==> src/rtl/mm_booth_mac_if.sv <==
// Operand and result handshake bundle for the radix-4 Booth MAC.
// The master drives operands and out_ready; the slave returns results.
interface mm_booth_mac_if #(
  parameter int INWIDTH  = 16,
  parameter int ACCWIDTH = 2*INWIDTH+8
);
  logic                  in_valid;
  logic                  in_ready;
  logic [INWIDTH-1:0]    a;
  logic [INWIDTH-1:0]    b;
  logic                  op_signed;
  logic                  op_acc;
  logic                  out_valid;
  logic                  out_ready;
  logic [2*INWIDTH-1:0]  product;
  logic [ACCWIDTH-1:0]   acc;
  logic                  acc_ovf;

  modport master (
    output in_valid, a, b, op_signed, op_acc, out_ready,
    input  in_ready, out_valid, product, acc, acc_ovf
  );

  modport slave (
    input  in_valid, a, b, op_signed, op_acc, out_ready,
    output in_ready, out_valid, product, acc, acc_ovf
  );
endinterface

==> src/rtl/mm_booth_mac.sv <==
// Iterative radix-4 Booth multiply-accumulate element.
// Signed/unsigned per operation, optional accumulate, sticky overflow.
module mm_booth_mac #(
  parameter int INWIDTH  = 16,
  parameter int ACCWIDTH = 2*INWIDTH+8
) (
  input logic           clk,
  input logic           rst_n,
  mm_booth_mac_if.slave bus
);
  localparam int OUTWIDTH = 2*INWIDTH;
  localparam int EXTW     = INWIDTH+2;
  localparam int ITER     = EXTW/2;
  localparam int PW       = 2*EXTW+1;
  localparam int CW       = $clog2(ITER+1);

  generate
    if ((INWIDTH % 2) != 0 || INWIDTH < 4) begin : g_bad_in
      $error("mm_booth_mac: INWIDTH must be even and >= 4");
    end
    if (ACCWIDTH < 2*INWIDTH) begin : g_bad_acc
      $error("mm_booth_mac: ACCWIDTH must be >= 2*INWIDTH");
    end
  endgenerate

  typedef enum logic [1:0] {
    IDLE,
    CALC,
    DONE
  } state_t;

  state_t               state_q;
  state_t               state_d;
  logic [EXTW-1:0]      mcand_q;
  logic [PW-1:0]        p_q;
  logic                 lost_q;
  logic [CW-1:0]        cnt_q;
  logic                 sgn_q;
  logic                 accm_q;
  logic [OUTWIDTH-1:0]  product_q;
  logic [ACCWIDTH-1:0]  acc_q;
  logic                 ovf_q;

  logic [EXTW-1:0]      a_ext;
  logic [EXTW-1:0]      b_ext;
  logic [EXTW:0]        a1;
  logic [EXTW:0]        a2;
  logic [EXTW:0]        addend;
  logic [EXTW:0]        hi_sum;
  logic [PW-1:0]        p_sh;
  logic [OUTWIDTH-1:0]  res;
  logic                 last;
  logic [ACCWIDTH-1:0]  base;
  logic [ACCWIDTH-1:0]  ext;
  logic [ACCWIDTH:0]    sum;
  logic                 ovf_now;

  assign a_ext = bus.op_signed ?
    {{2{bus.a[INWIDTH-1]}}, bus.a} : {2'b00, bus.a};
  assign b_ext = bus.op_signed ?
    {{2{bus.b[INWIDTH-1]}}, bus.b} : {2'b00, bus.b};

  assign a1 = {mcand_q[EXTW-1], mcand_q};
  assign a2 = {mcand_q, 1'b0};

  always_comb begin
    addend = '0;
    case ({p_q[1:0], lost_q})
      3'b001, 3'b010: addend = a1;
      3'b011:         addend = a2;
      3'b100:         addend = -a2;
      3'b101, 3'b110: addend = -a1;
      default:        addend = '0;
    endcase
  end

  // Add into the upper half, then arithmetic shift right by two.
  assign hi_sum = p_q[PW-1 -: EXTW+1] + addend;
  assign p_sh   = {{2{hi_sum[EXTW]}}, hi_sum, p_q[EXTW-1:2]};
  assign res    = p_sh[OUTWIDTH-1:0];
  assign last   = (cnt_q == CW'(1));

  assign base = accm_q ? acc_q : '0;
  assign ext  = sgn_q ? ACCWIDTH'($signed(res)) : ACCWIDTH'(res);
  assign sum  = {1'b0, base} + {1'b0, ext};

  assign ovf_now = sgn_q ?
    ((base[ACCWIDTH-1] == ext[ACCWIDTH-1]) &&
     (sum[ACCWIDTH-1] != base[ACCWIDTH-1])) :
    sum[ACCWIDTH];

  always_ff @(posedge clk or negedge rst_n) begin
    if (!rst_n) begin
      state_q <= IDLE;
    end else begin
      state_q <= state_d;
    end
  end

  always_comb begin
    state_d = state_q;
    unique case (state_q)
      IDLE: if (bus.in_valid) state_d = CALC;
      CALC: if (last) state_d = DONE;
      DONE: if (bus.out_ready) state_d = IDLE;
      default: state_d = IDLE;
    endcase
  end

  always_ff @(posedge clk or negedge rst_n) begin
    if (!rst_n) begin
      mcand_q   <= '0;
      p_q       <= '0;
      lost_q    <= 1'b0;
      cnt_q     <= '0;
      sgn_q     <= 1'b0;
      accm_q    <= 1'b0;
      product_q <= '0;
      acc_q     <= '0;
      ovf_q     <= 1'b0;
    end else begin
      unique case (state_q)
        IDLE: begin
          if (bus.in_valid) begin
            mcand_q <= a_ext;
            p_q     <= {{(EXTW+1){1'b0}}, b_ext};
            lost_q  <= 1'b0;
            cnt_q   <= CW'(ITER);
            sgn_q   <= bus.op_signed;
            accm_q  <= bus.op_acc;
          end
        end
        CALC: begin
          p_q    <= p_sh;
          lost_q <= p_q[1];
          cnt_q  <= cnt_q - CW'(1);
          if (last) begin
            product_q <= res;
            acc_q     <= sum[ACCWIDTH-1:0];
            ovf_q     <= accm_q ? (ovf_q | ovf_now) : 1'b0;
          end
        end
        default: ;
      endcase
    end
  end

  assign bus.in_ready  = (state_q == IDLE);
  assign bus.out_valid = (state_q == DONE);
  assign bus.product   = product_q;
  assign bus.acc       = acc_q;
  assign bus.acc_ovf   = ovf_q;
endmodule
==> src/flat_wrapper.sv <==
// flat-port wrapper written by rule: the top's interface ports become plain ports
module mm_booth_mac_flat 
#(
  parameter int INWIDTH  = 16,
  parameter int ACCWIDTH = 2*INWIDTH+8
)
  (clk, rst_n, bus_in_valid, bus_a, bus_b, bus_op_signed, bus_op_acc, bus_out_ready, bus_in_ready, bus_out_valid, bus_product, bus_acc, bus_acc_ovf);
  mm_booth_mac_if #(.INWIDTH(INWIDTH), .ACCWIDTH(ACCWIDTH)) bus_i ();
  input logic clk;
  input logic rst_n;
  input wire logic [$bits(bus_i.in_valid)-1:0] bus_in_valid;
  input wire logic [$bits(bus_i.a)-1:0] bus_a;
  input wire logic [$bits(bus_i.b)-1:0] bus_b;
  input wire logic [$bits(bus_i.op_signed)-1:0] bus_op_signed;
  input wire logic [$bits(bus_i.op_acc)-1:0] bus_op_acc;
  input wire logic [$bits(bus_i.out_ready)-1:0] bus_out_ready;
  output wire logic [$bits(bus_i.in_ready)-1:0] bus_in_ready;
  output wire logic [$bits(bus_i.out_valid)-1:0] bus_out_valid;
  output wire logic [$bits(bus_i.product)-1:0] bus_product;
  output wire logic [$bits(bus_i.acc)-1:0] bus_acc;
  output wire logic [$bits(bus_i.acc_ovf)-1:0] bus_acc_ovf;
  assign bus_i.in_valid = bus_in_valid;
  assign bus_i.a = bus_a;
  assign bus_i.b = bus_b;
  assign bus_i.op_signed = bus_op_signed;
  assign bus_i.op_acc = bus_op_acc;
  assign bus_i.out_ready = bus_out_ready;
  assign bus_in_ready = bus_i.in_ready;
  assign bus_out_valid = bus_i.out_valid;
  assign bus_product = bus_i.product;
  assign bus_acc = bus_i.acc;
  assign bus_acc_ovf = bus_i.acc_ovf;
  mm_booth_mac #(.INWIDTH(INWIDTH), .ACCWIDTH(ACCWIDTH)) u_core (.clk(clk), .rst_n(rst_n), .bus(bus_i));
endmodule
==> config.mk <==
export PLATFORM = sky130hd
export DESIGN_NAME = mm_booth_mac_flat
export DESIGN_NICKNAME = d
export VERILOG_FILES = /design/src/rtl/mm_booth_mac_if.sv /design/src/rtl/mm_booth_mac.sv /design/src/flat_wrapper.sv
export SDC_FILE = /design/constraint.sdc
export NUM_CORES = 1
export LEC_CHECK = 0
export CAP_MARGIN = 20
export CORE_UTILIZATION = 45
export DETAILED_ROUTE_END_ITERATION = 10
export DONT_BUFFER_PORTS = 1
export GPL_ROUTABILITY_DRIVEN = 0
export PLACE_DENSITY_LB_ADDON = 0.05
export SLEW_MARGIN = 15
export SYNTH_ARGS = -nofsm -noshare
export SYNTH_HDL_FRONTEND = slang
export SYNTH_SLANG_ARGS = --single-unit
==> constraint.sdc <==
create_clock -name clk -period 9.4 [get_ports clk]
set_input_delay 1.88 -clock clk [delete_from_list [all_inputs] [get_ports clk]]
set_output_delay 1.88 -clock clk [all_outputs]
set_load 0.03 [all_outputs]
-- Yosys cells after proc, flatten, opt, wreduce, memory -nomap -nowiden
Index checks and enable logic that the tools add are counted.
- register bits: 137
- input port bits: 38
- output and inout port bits: 75
- word-level logic and storage cells: 56
- add/subtract/negate cells: 5
- equal/unequal tests: 14
- muxes and demuxes: 17
- bitwise logic cells: 1
- reduce and logical (&&, ||, !) cells: 9
- operators with widths (operator ; count):
    $mux 40 ; 2
    $pmux 19 s4 ; 1
    $pmux 37 s2 ; 1
    $add 40x40->41 ; 1
    $neg 19->19 ; 2
    $mux 37 ; 1
    $mux 18 ; 2
    $add 19x19->19 ; 1
    $eq 3x3->1 const B ; 3
    $pmux 4 s2 ; 1
    $eq 3x2->1 const B ; 2
    $mux 2 ; 3
    $pmux 2 s3 ; 1
    $reduce_and 2->1 ; 3
    $eq 4x1->1 const B ; 1
    $mux 4 ; 1
    $ne 2x2->1 const B ; 2
    $reduce_or 2->1 ; 2
    $sub 4x1->4 const B ; 1
    $eq 3x1->1 const B ; 1
    $mux 1 ; 3
    $reduce_and 3->1 ; 1
    $eq 2x1->1 const B ; 1
    $eq 2x2->1 const B ; 1
    other kinds (8) ; 8

-- Depth between registers and ports, before layout
- depth after elaboration: 11
- gate-level depth with buffers: 31
- depth with buffers taken out: 30

-- Least setup slack after synthesis
Ideal clock, no wire load.
- path type: register -> register
- from: register u_core.mcand_q[2]
- to: register u_core.ovf_q, in the netlist u_core.bus.acc_ovf
- library setup time: 122 ps
- arrival time: 6182 ps
- data required time: 9278 ps
- slack: 3096 ps
- cell stages (with the launch flop): 29
- buffers on the path: 1
- clock period less this slack: 6304 ps
- path through: dfrtp_1 or3_4 or3_4 or4b_4 buf_6 nor3_4 nand2b_1 nor2_1 a21oi_1 o22ai_1 nand2_1 o21ai_0 ha_1 a2111oi_0 o21ai_0 a21oi_1 nor2_1 a21oi_1 xnor2_1 ha_1 a21oi_1 o31ai_1 a2111oi_0 a211oi_1 a2111o_1 a31oi_1 o31a_1 xor2_1 a2111oi_1
- cells in the longest elaborated chain, start to end: 10
- elaborated cells between the ends (all ways): 12
- those cells by class: add/sub (4); eq/ne (2); mux (4); bitwise (1); reduce/logical (1)
- ends and longest elaborated chain (what ; RTL line ; text):
    from (decl) ; mm_booth_mac.sv:34 ; logic [EXTW-1:0] mcand_q;
    from (signal assigned) ; mm_booth_mac.sv:125 ; mcand_q <= a_ext;
    $neg 19->19, on equally long branches ; mm_booth_mac.sv:72, mm_booth_mac.sv:71 ;
    $pmux 19 s4 (*) ; mm_booth_mac.sv:68 ; case ({p_q[1:0], lost_q})
    $add 19x19->19 (*) ; mm_booth_mac.sv:78 ; assign hi_sum = p_q[PW-1 -: EXTW+1] + addend;
    $mux 40 (*) ; mm_booth_mac.sv:84 ; assign ext = sgn_q ? ACCWIDTH'($signed(res)) : ACCWIDTH'(res);
    via u_core.ext[30] ; mm_booth_mac.sv:54 ; logic [ACCWIDTH-1:0] ext;
    $add 40x40->41 (*) ; mm_booth_mac.sv:85 ; assign sum = {1'b0, base} + {1'b0, ext};
    $ne 1x1->1 ; mm_booth_mac.sv:89 ; (sum[ACCWIDTH-1] != base[ACCWIDTH-1])) :
    $logic_and 1x1->1 ; mm_booth_mac.sv:88 ; ((base[ACCWIDTH-1] == ext[ACCWIDTH-1]) &&
    $mux 1 (*) ; mm_booth_mac.sv:87 ; assign ovf_now = sgn_q ?
    $or 1x1->1 (*) ; mm_booth_mac.sv:140 ; ovf_q <= accm_q ? (ovf_q | ovf_now) : 1'b0;
    $mux 1 (*) ; mm_booth_mac.sv:140 ;
    to (signal assigned) ; mm_booth_mac.sv:140 ;
    to (decl) ; mm_booth_mac.sv:42 ; logic ovf_q;
The timed path passes the listed nets; every way through them passes the cells marked *.
A chain may end at the register's enable or synchronous reset.

-- Final worst setup path
- from: register u_core.mcand_q[0]
- to: register u_core.ovf_q, in the netlist u_core.bus.acc_ovf
The elaborated chain is that of the path after synthesis.

==> metrics.csv <==
metric,value,unit
library cells used by synthesis,68,
Die Height,147.2,um
FF-to-FF Start,u_core.mcand_q[0],
Area growth syn-to-layout,8.152,%
maxcap violations,0,
clock buffer depth,2,
Resized Gates After CTS,0,
Least-Margin Pin Slew,947.2,ps
fin nets,1241,
main combinational cell family by area after synthesis,simple AND/OR/NAND/NOR gates,
mapped cell area,9485,um2
final period utilization,76.24,%
Fill cells,2003,
# rows,52,
antenna-violating nets left,0,
Hold Path Origin,u_core.cnt_q[3],
first-pass GRT wire length,43080,um
adder-cell share of the synthesized area,8.284,%
Avg Inst Size Synth,8.052,um2
remaining design rule violation count,0,
"Clk Latency, worst-skew pair",440,ps
status,completed,
dpl cells,1393,
clock buffer count from CTS,17,
#FFs+latches synth,134,
"Setup Fix Bufs, Post-CTS",0,
Via density,5.718,
DR pass1 iterations,6,
root buffer cell,clkbuf_16,
CTS tree,done,
Hold WC Path Type,register to register,
max_slew headroom,36.85,%
number of flops mapped to enable cells by yosys,0,
Setup crit start kind,register,
critical path launch point,u_core.mcand_q[0],
Critical Path RT,9720,ps
Fmax achieved,0.1395,GHz
GR Overflow Total,0,
CP max stage cell,or4b_4,
Final Non-Filler Cells,1426,
Via Count,8154,
gr usage total,25.34,%
Core ar.,20430,um2
warnings from Yosys,0,
Post-Synth XOR/XNOR Area,5.725,%
Final Critical Period,7167,ps
per-cell routed wire length,18.76,um
critical path's most frequent cell,nand2_1,
io pins,113,
initial antenna violation count,0,
final WL,26760,um
Clock Skew,10.44,ps
post-DP HPWL,18860,um
number of antenna diodes,0,
simple-gate share of the synthesized area,23.32,%
final setup fails,0,
asr flop ratio synth,100.0,%
"Max FO, Critical Path",9,
setup TNS,0,ps
WP data arrival,7480,ps
Iter 0 DRT Violations,560,
post-synthesis sequential area ratio,35.35,%
PortBufs,0,
H-tree levels,4,
post-synthesis compound-gate area fraction,21.67,%
Final Hold Fails,0,
"Largest stage delay, worst path",560,ps
syn_nets,1276,
RSZ-0062 raised after global routing,false,
fraction of synthesized area in multiplexers,1.649,%
vias in the first global route,7884,
Syn Inst Count,1178,
initial core utilization,46.43,%
most frequent cells in the layout,"nand2_1, dfrtp_1, o21ai_0",
CTS Hold Bufs,0,
CTS sink count,134,
chip width,147.2,um
crit end category,register,
Final Max Tran Viols,0,
largest net degree at the start of global routing,135,
crit path kind,register to register,
top_reg_cell synth,dfrtp_1,
die area,21660,um2
share of layout cells above drive strength 1,5.969,%
"most common cell after layout, fill and taps aside",nand2_1,
Worst-path clk slew,70,ps
layer usage:
layer | share of wire (%) | routed length [um] | track usage [%] | vias up
met1 | 45 | 12020 | 33.06 | 3841
met5 | 0 | 0 | 0 | -
met2 | 47 | 12690 | 41.42 | 215
met4 | 2.2 | 596 | 8.454 | 0
met3 | 5.4 | 1446 | 5.683 | 32
li1 | - | - | - | 4066
kinds of logic after synthesis:
family                     after synthesis
muxes                                   15
and+or+nand+nor                        482
xor gates and xnor gates                62
adders and majority gates               62
DFF                                    134
AOI/OAI and AO/OA                      324
buffers and inverters                   99
critical path: cells and delay by family (launching register included):
kind,cells,cell delay [ps]
xor gates and xnor gates,2,470
AOI/OAI and AO/OA,13,3050
buffers and inverters,1,110
adders and majority gates,3,1010
DFF,1,400
and+or+nand+nor,10,2020
Yosys cell counts (all sizes together), types with 6 or more instances:
library cell	count	area (um2)
o21a	8	60.06
a31oi	7	43.79
inv	36	135.1
ha	58	725.7
buf	10	45.04
and2	46	287.8
nand3	24	125.1
o21bai	7	52.55
nor2b	6	37.54
nor2	60	225.2
xnor2	35	306.5
a21o	24	180.2
or3	7	53.80
nor3	19	106.4
xor2	27	236.5
o22ai	12	75.07
mux2i	10	100.1
nand2b	11	68.82
o21ai	108	548.0
a211oi	13	97.59
o31ai	9	67.56
nand2	274	1028
dfrtp	134	3353
or2	6	37.54
a22oi	20	150.1
clkbuf	53	198.9
a221o	7	70.07
a21oi	66	334.1
nand4	9	56.30
sequential cells by signal, summed over array words and instances, names as in the netlist:
register            count
u_core.accm_q           1
u_core.bus.acc         40
u_core.bus.acc_ovf      1
u_core.bus.product     32
u_core.cnt_q            4
u_core.lost_q           1
u_core.mcand_q         17
u_core.p_q             35
u_core.sgn_q            1
u_core.state_q          2
through the flow:
stage / hold slack, ps / worst slack [ps] / area (um2) / util, %
floorplan: 456.3 / 3096 / 9485 / -
global placement: 480.2 / 2446 / 9651 / 47.24
global route: 506.8 / 1615 / 10260 / 50.21
CTS: 496.9 / 2307 / 10230 / 50.08
finish: 497.7 / 2233 / 10260 / 50.21
detailed placement: 479.7 / 2353 / 9651 / 47.24
cell type report:
| class | instances | area (um2) | area share (%) |
|---|---|---|---|
| multi-input combinational | 945 | 5764 | 56.19 |
| sequential | 134 | 3353 | 32.69 |
| clock buffer | 17 | 425.4 | 4.147 |
| tap | 270 | 337.8 | 3.293 |
| clock inverter | 15 | 155.1 | 1.512 |
| inverter | 36 | 135.1 | 1.317 |
| timing repair buffer | 9 | 87.58 | 0.8538 |
worst paths after layout:
kind                       cells past startpoint  slack (ps)                  to
setup / recovery                              29        2230  u_core.bus.acc_ovf
hold / removal                                 1         500     u_core.cnt_q[3]
setup reg to reg                              29        2230  u_core.bus.acc_ovf
hold reg to reg                                1         500     u_core.cnt_q[3]
max in group asynchronous                      0        8100   u_core.bus.acc[9]
min in group asynchronous                      0        1140  u_core.mcand_q[12]
Power is not shown: default switching activity piles up to over one toggle a cycle in this logic, so the estimate is an artifact.
